$ cat config.mk
export PLATFORM = sky130hd
export DESIGN_NAME = l2_dr_arb
export DESIGN_NICKNAME = d
export VERILOG_FILES = /design/src/rtl/l2_dr_arb_pkg.sv /design/src/rtl/l2_dr_arb_fifo.sv /design/src/rtl/l2_dr_arb.sv
export SDC_FILE = /design/constraint.sdc
export NUM_CORES = 1
export LEC_CHECK = 0
export ABC_AREA = 1
export CAP_MARGIN = 20
export CORE_ASPECT_RATIO = 1.5
export CORE_MARGIN = 2
export CORE_UTILIZATION = 44
export DETAILED_ROUTE_END_ITERATION = 12
export PLACE_DENSITY = 0.87
export SETUP_SLACK_MARGIN = 0.15
export SLEW_MARGIN = 30
export SYNTH_ARGS = -nofsm -noshare
export SYNTH_HDL_FRONTEND = slang
export SYNTH_SLANG_ARGS = --single-unit
$ cat constraint.sdc
create_clock -name clk -period 4.06 [get_ports clk]
set_input_delay 0.609 -clock clk [delete_from_list [all_inputs] [get_ports clk]]
set_output_delay 0.609 -clock clk [all_outputs]
set_load 0.005 [all_outputs]
$ cat src/rtl/l2_dr_arb_pkg.sv
// Shared types for the L2/L2TLB <-> directory arbiter.
// Latency: n/a (types, constants and a helper function only).
// Backpressure: n/a.
//
// Holds the request and snack payload structs, the nodeid parity constants
// that mark which requester an entry came from, and a helper that stamps
// that parity onto a request.
package l2_dr_arb_pkg;

    localparam int NODEID_W = 5;

    // nodeid[0] identifies the source side inside the directory's view.
    localparam logic NODEID_PAR_L2  = 1'b0;
    localparam logic NODEID_PAR_TLB = 1'b1;

    typedef enum logic {
        SRC_L2  = 1'b0,
        SRC_TLB = 1'b1
    } src_e;

    typedef struct packed {
        logic [NODEID_W-1:0] nodeid;
        logic [2:0]          cmd;
        logic [31:0]         paddr;
    } I_l2todr_req_type;

    typedef struct packed {
        logic [NODEID_W-1:0] nodeid;
        logic [2:0]          ack;
        logic [31:0]         paddr;
    } I_drtol2_snack_type;

    function automatic I_l2todr_req_type tag_req(input I_l2todr_req_type req,
                                                 input logic             par);
        I_l2todr_req_type r;
        r           = req;
        r.nodeid[0] = par;
        return r;
    endfunction

endpackage

$ cat src/rtl/l2_dr_arb_fifo.sv
// Two-entry request FIFO; head is presented straight from the storage flops.
// Latency: a push into an empty FIFO is visible at the output the next cycle.
// Backpressure: in_retry only when full and the head is not leaving this cycle.
//
// Ports: clk, reset (async active-low), in_valid/in_retry/in_data (write side),
//        out_valid/out_retry/out_data (read side, towards the directory).
module l2_dr_arb_fifo
    import l2_dr_arb_pkg::*;
(
    input  logic             clk,
    input  logic             reset,
    input  logic             in_valid,
    output logic             in_retry,
    input  I_l2todr_req_type in_data,
    output logic             out_valid,
    input  logic             out_retry,
    output I_l2todr_req_type out_data
);

    I_l2todr_req_type mem [2];
    logic             wr_ptr;
    logic             rd_ptr;
    logic [1:0]       count;
    logic             push;
    logic             pop;

    assign out_valid = (count != 2'd0);
    assign out_data  = mem[rd_ptr];
    assign pop       = out_valid & ~out_retry;
    // A full FIFO can still take a new entry when the head drains this cycle.
    assign in_retry  = (count == 2'd2) & ~pop;
    assign push      = in_valid & ~in_retry;

    always_ff @(posedge clk or negedge reset) begin
        if (!reset) begin
            wr_ptr <= 1'b0;
            rd_ptr <= 1'b0;
            count  <= 2'd0;
            mem[0] <= '0;
            mem[1] <= '0;
        end else begin
            if (push) begin
                mem[wr_ptr] <= in_data;
                wr_ptr      <= ~wr_ptr;
            end
            if (pop) begin
                rd_ptr <= ~rd_ptr;
            end
            count <= count + {1'b0, push} - {1'b0, pop};
        end
    end

endmodule

$ cat src/rtl/l2_dr_arb.sv
// Arbitrates L2 and L2TLB requests into one directory channel; routes snacks back.
// Latency: request to l2todr_req 1 cycle when the FIFO is empty; snack path is combinational.
// Backpressure: retry to the loser and to both sides when the 2-entry FIFO is full and not draining.
//
// Ports: clk, reset (async active-low); l2_req*/tlb_req* requesters;
//        l2todr_req* to directory; drtol2_snack* from directory;
//        l2_snack*/tlb_snack* snack destinations.
// Build option: define L2_DR_ARB_FIXED_PRIO_EN to give TLB strict priority
// instead of round-robin.
module l2_dr_arb
    import l2_dr_arb_pkg::*;
(
    input  logic               clk,
    input  logic               reset,

    input  logic               l2_req_valid,
    output logic               l2_req_retry,
    input  I_l2todr_req_type   l2_req,

    input  logic               tlb_req_valid,
    output logic               tlb_req_retry,
    input  I_l2todr_req_type   tlb_req,

    output logic               l2todr_req_valid,
    input  logic               l2todr_req_retry,
    output I_l2todr_req_type   l2todr_req,

    input  logic               drtol2_snack_valid,
    output logic               drtol2_snack_retry,
    input  I_drtol2_snack_type drtol2_snack,

    output logic               l2_snack_valid,
    input  logic               l2_snack_retry,
    output I_drtol2_snack_type l2_snack,

    output logic               tlb_snack_valid,
    input  logic               tlb_snack_retry,
    output I_drtol2_snack_type tlb_snack
);

    logic             fifo_retry;
    logic             can_accept;
    logic             pick_tlb;
    logic             grant_l2;
    logic             grant_tlb;
    I_l2todr_req_type push_data;

    assign can_accept = ~fifo_retry;

`ifdef L2_DR_ARB_FIXED_PRIO_EN
    // TLB always wins a tie; L2 only goes when TLB is idle.
    assign pick_tlb = tlb_req_valid;
`else
    src_e rr_ptr;

    // TLB wins when it is alone, or when both are valid and it is TLB's turn.
    assign pick_tlb = tlb_req_valid & (~l2_req_valid | (rr_ptr == SRC_TLB));

    always_ff @(posedge clk or negedge reset) begin
        if (!reset) begin
            rr_ptr <= SRC_L2;
        end else if (grant_l2) begin
            rr_ptr <= SRC_TLB;
        end else if (grant_tlb) begin
            rr_ptr <= SRC_L2;
        end
    end
`endif

    assign grant_tlb = can_accept & pick_tlb;
    assign grant_l2  = can_accept & l2_req_valid & ~pick_tlb;

    // A side is retried when it asks but loses, or when no slot is free at all.
    assign l2_req_retry  = fifo_retry | (l2_req_valid  & ~grant_l2);
    assign tlb_req_retry = fifo_retry | (tlb_req_valid & ~grant_tlb);

    assign push_data = grant_tlb ? tag_req(tlb_req, NODEID_PAR_TLB)
                                 : tag_req(l2_req,  NODEID_PAR_L2);

    l2_dr_arb_fifo u_fifo (
        .clk       (clk),
        .reset     (reset),
        .in_valid  (grant_l2 | grant_tlb),
        .in_retry  (fifo_retry),
        .in_data   (push_data),
        .out_valid (l2todr_req_valid),
        .out_retry (l2todr_req_retry),
        .out_data  (l2todr_req)
    );

    // Snack routing: nodeid parity selects the destination.
    assign l2_snack  = drtol2_snack;
    assign tlb_snack = drtol2_snack;

    always_comb begin
        l2_snack_valid     = 1'b0;
        tlb_snack_valid    = 1'b0;
        drtol2_snack_retry = l2_snack_retry;
        if (drtol2_snack.nodeid[0] == NODEID_PAR_TLB) begin
            tlb_snack_valid    = drtol2_snack_valid;
            drtol2_snack_retry = tlb_snack_retry;
        end else begin
            l2_snack_valid     = drtol2_snack_valid;
        end
    end

endmodule

==> results_dict.tcl, run 1 <==
set metrics [dict create \
    critPathArrivalTime_ns 3.23 \
    skew_ns 0.00778 \
    final_cell_mix "nand2_1, clkdlybuf4s50_1, dfrtp_1, nand3_1, inv_1" \
    grtUsageTotal 0.254 \
    overflow 0 \
    crit_path_start_kind "primary input" \
    critPathMaxStageDelay_ns 0.72 \
    clkPwrFrac 0.189 \
    r2r_slack_ns 1.44 \
    cp_cell_sequence "clkdlybuf4s50_1 > nand3_2 > nand3_4 > a21oi_4 > buf_4 > nand2_1 > nand2_1" \
    port_buffers 134 \
    start_util 0.451 \
    worstMarginPinSlew_ns 0.883 \
    p_leak_nw 3.29 \
    synthArstFlopShare 1.00 \
    crit_top_cell "nand2_1" \
    die_x_um 90.9 \
    drive_above_1_share 0.0445 \
    hold_viol 0 \
    antenna_found_initial 1 \
    hold_path_class "primary input to asynchronous set/reset pin" \
    core_area_mm2 0.0111 \
    maxCapViolations 0 \
    cts_hold_buf 0 \
    pin_count 254 \
    remaining_drc_errors 0 \
    power.density_mw_per_mm2 743 \
    maxSlewViolCount 0 \
    dr.pass1.iters 4 \
    cell_internal_pwr_mw 2.78 \
    ys_seq_area_frac 0.427 \
    nets 888 \
    path_clk_slew_ns 0.06 \
    cts-root-buf "clkbuf_16" \
    required_ns 4.33 \
    end_kind "flop" \
    synth_area_per_cell_um2 6.90 \
    drtIter0Drc 290 \
    seq_power_share 0.322 \
    routed_wl_um 15200 \
    area_growth_pct 23.0 \
    syn-instance-count 722 \
    die_h_um 134 \
    rsz0062_at_grt "false" \
    finalWeightedCongestion 0.783 \
    vias 4498 \
    synth_ff_type "dfrtp_1" \
    switching_share 0.389 \
    wl_per_cell_um 16.6 \
    yosysUniqueCellTypes 22 \
    worstSetupPathType "primary input to flop" \
    setup_viol 0 \
    grt_start_max_net_pins 61 \
    final_common_cell "nand2_1" \
    post_drt_via_cell_ratio 4.93 \
    r2r-start "u_fifo.count[1]" \
    cts_resized 0 \
    postCtsSetupBuffers 0 \
    ys_ff_latch 85 \
    finalCritPeriodShare 0.728 \
    cts.sinks 85 \
    clk_latency_ns 0.34 \
    crit_family "simple AND/OR/NAND/NOR gates" \
    cts_tree "yes" \
    relSlewSlack 0.409 \
    fin_setup_tns_ns 0 \
    power.total_mw 4.56 \
    dp_hpwl_um 10800 \
    p_switching_mw 1.77 \
    ant_nets 0 \
    vdd_drop_max_v 0.000407 \
    critPathBufInv 2 \
    critPathMaxFanout 44 \
    worstReg2RegEnd "u_fifo.mem[40]" \
    h-tree-depth 3 \
    num_rows 47 \
    die_area_mm2 0.0122 \
    cts_buffers 9 \
    syn_area_mm2 0.00498 \
    power_frac_comb 0.488 \
    synth_edf_count 0 \
    yosysWarnings 0 \
    max_freq_mhz 338 \
    clock_path_buffers 2 \
    grt_pass1_vias 4541 \
    grt_pass1_wl_um 23900 \
    slowest_stage "a21oi_4" \
    period_needed_ns 2.96 \
    rr_worst_depth 6 \
    synth.net_count 851 \
    status "complete, no violations" \
]
[cells by family (layout without fill, tap and decap cells)]
family,count (synthesis),in the layout,share of synthesized area
AO/OA/AOI/OAI,4,4,0.00477
flip-flops,85,85,0.427
buffers and inverters,130,172,0.168
AND/OR/NAND/NOR,498,498,0.391
multiplexers,1,1,0.00226
adder cells (fa/ha/maj),1,1,0.00251
XOR/XNOR,3,3,0.00527
other,0,1,0
[area by class of cell]
type | count | area, µm²
Sequential cell | 85 | 2130
Inverter | 13 | 48.8
Fill cell | 1097 | 4920
Clock buffer | 12 | 236
Clock inverter | 4 | 72.6
Antenna cell | 1 | 2.50
Timing Repair Buffer | 143 | 1410
Multi-Input combinational cell | 507 | 2050
Tap cell | 147 | 184
[worst max path at each step]
stage	from	end	depth (start not counted)
after floorplan	l2todr_req_retry	tlb_req_retry	3
after global placement	l2todr_req_retry	u_fifo.mem[2]	7
after detailed placement	l2todr_req_retry	u_fifo.mem[40]	7
after CTS	l2todr_req_retry	u_fifo.mem[29]	7
after global routing	l2todr_req_retry	u_fifo.mem[45]	7
final	l2todr_req_retry	u_fifo.mem[40]	7
[worst reg2reg max path: stages (launching register included)]
cell,delay (ns)
dfrtp_1,0.41
nand3_2,0.30
nand3_4,0.56
a21oi_4,0.72
buf_4,0.40
nand2_1,0.09
nand2_1,0.08
[power groups by stage]
stage | registers [mW] | logic, mW | clock network (mW)
2_1_floorplan | 1.42 | 1.29 | 0
3_3_place_gp | 1.45 | 2.19 | 0
3_5_place_dp | 1.48 | 2.24 | 0
4_1_cts | 1.46 | 2.25 | 0.882
5_1_grt | 1.52 | 2.51 | 0.913
6_report | 1.47 | 2.23 | 0.862
[state kept, by name, indices dropped and copies added, names as in the netlist]
name	cells
u_fifo.wr_ptr	1
u_fifo.count	2
rr_ptr	1
u_fifo.rd_ptr	1
u_fifo.mem	80
[cell usage after synthesis, types with 2 or more instances]
master	number	area [µm²]
xor2_1	2	17.5
buf_4	85	638
clkbuf_1	13	48.8
buf_2	18	90.1
dfrtp_1	85	2130
a21oi_1	2	10.0
nand3_1	40	200
nand2_1	450	1690
inv_1	11	41.3
nor2_1	3	11.3
nand2_2	2	12.5
[metrics by stage]
| step | setup slack (ns) | std cells | hold WS, ns | cell area, µm² | util |
|---|---|---|---|---|---|
| 2_1_floorplan | 2.28 | 722 | 0.313 | 4980 | - |
| 3_3_place_gp | 0.754 | 895 | 0.454 | 5820 | 0.526 |
| 3_5_place_dp | 0.700 | 895 | 0.463 | 5820 | 0.526 |
| 4_1_cts | 1.08 | 911 | 0.364 | 6130 | 0.554 |
| 5_1_grt | 0.876 | 911 | 0.396 | 6130 | 0.554 |
| 6_report | 1.10 | 912 | 0.335 | 6130 | 0.555 |
[layer usage]
metal,share of wire,wire length (µm),GRT usage,vias to the layer above
met5,0,0,0,-
met1,0.34,5150,0.254,2083
met2,0.51,7800,0.453,198
met3,0.11,1670,0.0994,47
li1,-,-,-,2170
met4,0.037,559,0.133,0
Power figures use the tool's default switching activity.
==> run 2, diff against run 1 <==
--- a/config.mk
+++ b/config.mk
@@ -9,9 +9,9 @@
 export CAP_MARGIN = 20
 export CORE_ASPECT_RATIO = 1.5
 export CORE_MARGIN = 2
-export CORE_UTILIZATION = 44
+export CORE_UTILIZATION = 41
 export DETAILED_ROUTE_END_ITERATION = 12
-export PLACE_DENSITY = 0.87
+export PLACE_DENSITY = 0.82
 export SETUP_SLACK_MARGIN = 0.15
 export SLEW_MARGIN = 30
 export SYNTH_ARGS = -nofsm -noshare
==> constraint.sdc (replaced) <==
create_clock -name clk -period 2.98 [get_ports clk]
set_input_delay 0.447 -clock clk [delete_from_list [all_inputs] [get_ports clk]]
set_output_delay 0.447 -clock clk [all_outputs]
set_load 0.005 [all_outputs]
==> run 2 against run 1 <==
Against the previous run: die area grew 7.0%; hold slack worse by 0.25 ns; non-clock buffer count increased by 4; clock skew shrank 0.0013 ns; largest power group unchanged.
==> results_dict.tcl, run 2 (synthesis gave the netlist of run 1 again) <==
set metrics [dict create \
    routed_wl_um 14800 \
    grtUsageTotal 0.232 \
    hold_path_class "primary input to asynchronous set/reset pin" \
    p_leak_nw 3.34 \
    rsz0062_at_grt "false" \
    cts_tree "yes" \
    start_util 0.417 \
    power.density_mw_per_mm2 1010 \
    grt_pass1_wl_um 22800 \
    drive_above_1_share 0.0547 \
    final_common_cell "nand2_1" \
    ant_nets 0 \
    drtIter0Drc 279 \
    dp_hpwl_um 10800 \
    overflow 0 \
    postCtsSetupBuffers 0 \
    largest-register "u_fifo.mem" \
    status "complete, no violations" \
    die_x_um 94.0 \
    cts.sinks 85 \
    post_drt_via_cell_ratio 4.76 \
    path_clk_slew_ns 0.06 \
    worstSetupPathType "flop to output port" \
    relSlewSlack 0.554 \
    final_cell_area_mm2 0.00624 \
    required_ns 2.53 \
    die_area_mm2 0.0131 \
    antenna_found_initial 1 \
    cts_resized 0 \
    worstMarginPinSlew_ns 0.665 \
    fin_cells 922 \
    fin_setup_tns_ns 0 \
    crit_top_cell "nand2_1" \
    clk_latency_ns 0.33 \
    max_freq_mhz 374 \
    largestRegisters "u_fifo.mem (80), u_fifo.count (2)" \
    end_kind "output port" \
    cts_hold_buf 0 \
    skew_ns 0.00651 \
    finalWeightedCongestion 0.787 \
    area_growth_pct 25.2 \
    vias 4389 \
    final_cell_mix "nand2_1, clkdlybuf4s50_1, dfrtp_1, nand3_1, inv_1" \
    power.total_mw 6.31 \
    grt_pass1_vias 4135 \
    critPathMaxFanout 23 \
    cp_cell_sequence "clkinv_1 > buf_12 > nand2_1 > nand2_1 > clkdlybuf4s50_1" \
    maxSlewViolCount 0 \
    dp_cells 905 \
    wl_per_cell_um 16.1 \
    die_h_um 139 \
    finalCritPeriodShare 0.897 \
    core_area_mm2 0.0120 \
    nets 892 \
    r2r_slack_ns 1.14 \
    cts-root-buf "clkbuf_16" \
    setup_viol 0 \
    dr.pass1.iters 4 \
    grt_start_max_net_pins 49 \
    clock_path_buffers 2 \
    slowest_stage "clkinv_1" \
    remaining_drc_errors 0 \
    place_ws_ns 0.572 \
    critPathArrivalTime_ns 2.22 \
    maxCapViolations 0 \
    pin_count 254 \
    num_rows 49 \
    largest_reg_flops 80 \
    period_needed_ns 2.67 \
    vdd_drop_max_v 0.000565 \
    worst_slack_ns 0.308 \
    hold_viol 0 \
    critPathMaxStageDelay_ns 0.53 \
    dpl_cell_area_mm2 0.00591 \
    port_buffers 134 \
    crit_path_start_kind "flop" \
    cts_buffers 9 \
    h-tree-depth 3 \
]
run 2: cell types whose count changed in the layout (fill, tap and decap cells not counted), sizes merged:
cell      change
clkinv        +1
clkinvlp      -1
buf           +4
run 2: layout make-up:
cell class                      instances  area [µm²]
Antenna cell                            1        2.50
Clock buffer                           12         256
Clock inverter                          4        70.1
Fill cell                            1150        5720
Inverter                               13        48.8
Multi-Input combinational cell        507        2060
Sequential cell                        85        2130
Tap cell                              153         191
Timing Repair Buffer                  147        1490
run 2: stage by stage:
stage / utilization / hold WS (ns)
after detailed placement: 0.494 / 0.448
final: 0.522 / 0.0854
after floorplan: - / 0.151
after global placement: 0.494 / 0.442
after CTS: 0.522 / 0.0898
after global routing: 0.522 / 0.107
run 2: where the power goes:
part | internal, mW | leakage, nW | switching, mW | total [mW]
sequential | 1.71 | 1.05 | 0.291 | 2.00
combinational | 1.42 | 2.12 | 1.67 | 3.10
clock | 0.777 | 0.163 | 0.434 | 1.21
total | 3.91 | 3.34 | 2.40 | 6.31
run 2: critical path, delay by kind of cell (launching register included):
kind / cells / cell delay (ns)
buf+inv: 3 / 1.39
flops: 1 / 0.35
simple gates: 2 / 0.15
run 2: routing by layer:
layer,part of all wire,track usage,wire (µm),up-vias
met3,0.11,0.108,1650,55
li1,-,-,-,2178
met5,0,0,0,-
met2,0.49,0.385,7280,166
met4,0.043,0.114,635,0
met1,0.35,0.243,5260,1990
run 2: path summary, 6_finish.rpt:
kind                                      start             end  cells after the start
worst max-delay path              u_fifo.rd_ptr  l2todr_req[36]                      5
worst min-delay path                      reset  u_fifo.mem[64]                      1
worst max register to register  u_fifo.count[0]  u_fifo.mem[26]                      8
worst min register to register   u_fifo.mem[50]  u_fifo.mem[50]                      2
max in group asynchronous                 reset   u_fifo.mem[8]                      2
min in group clk                 u_fifo.mem[50]  u_fifo.mem[50]                      2
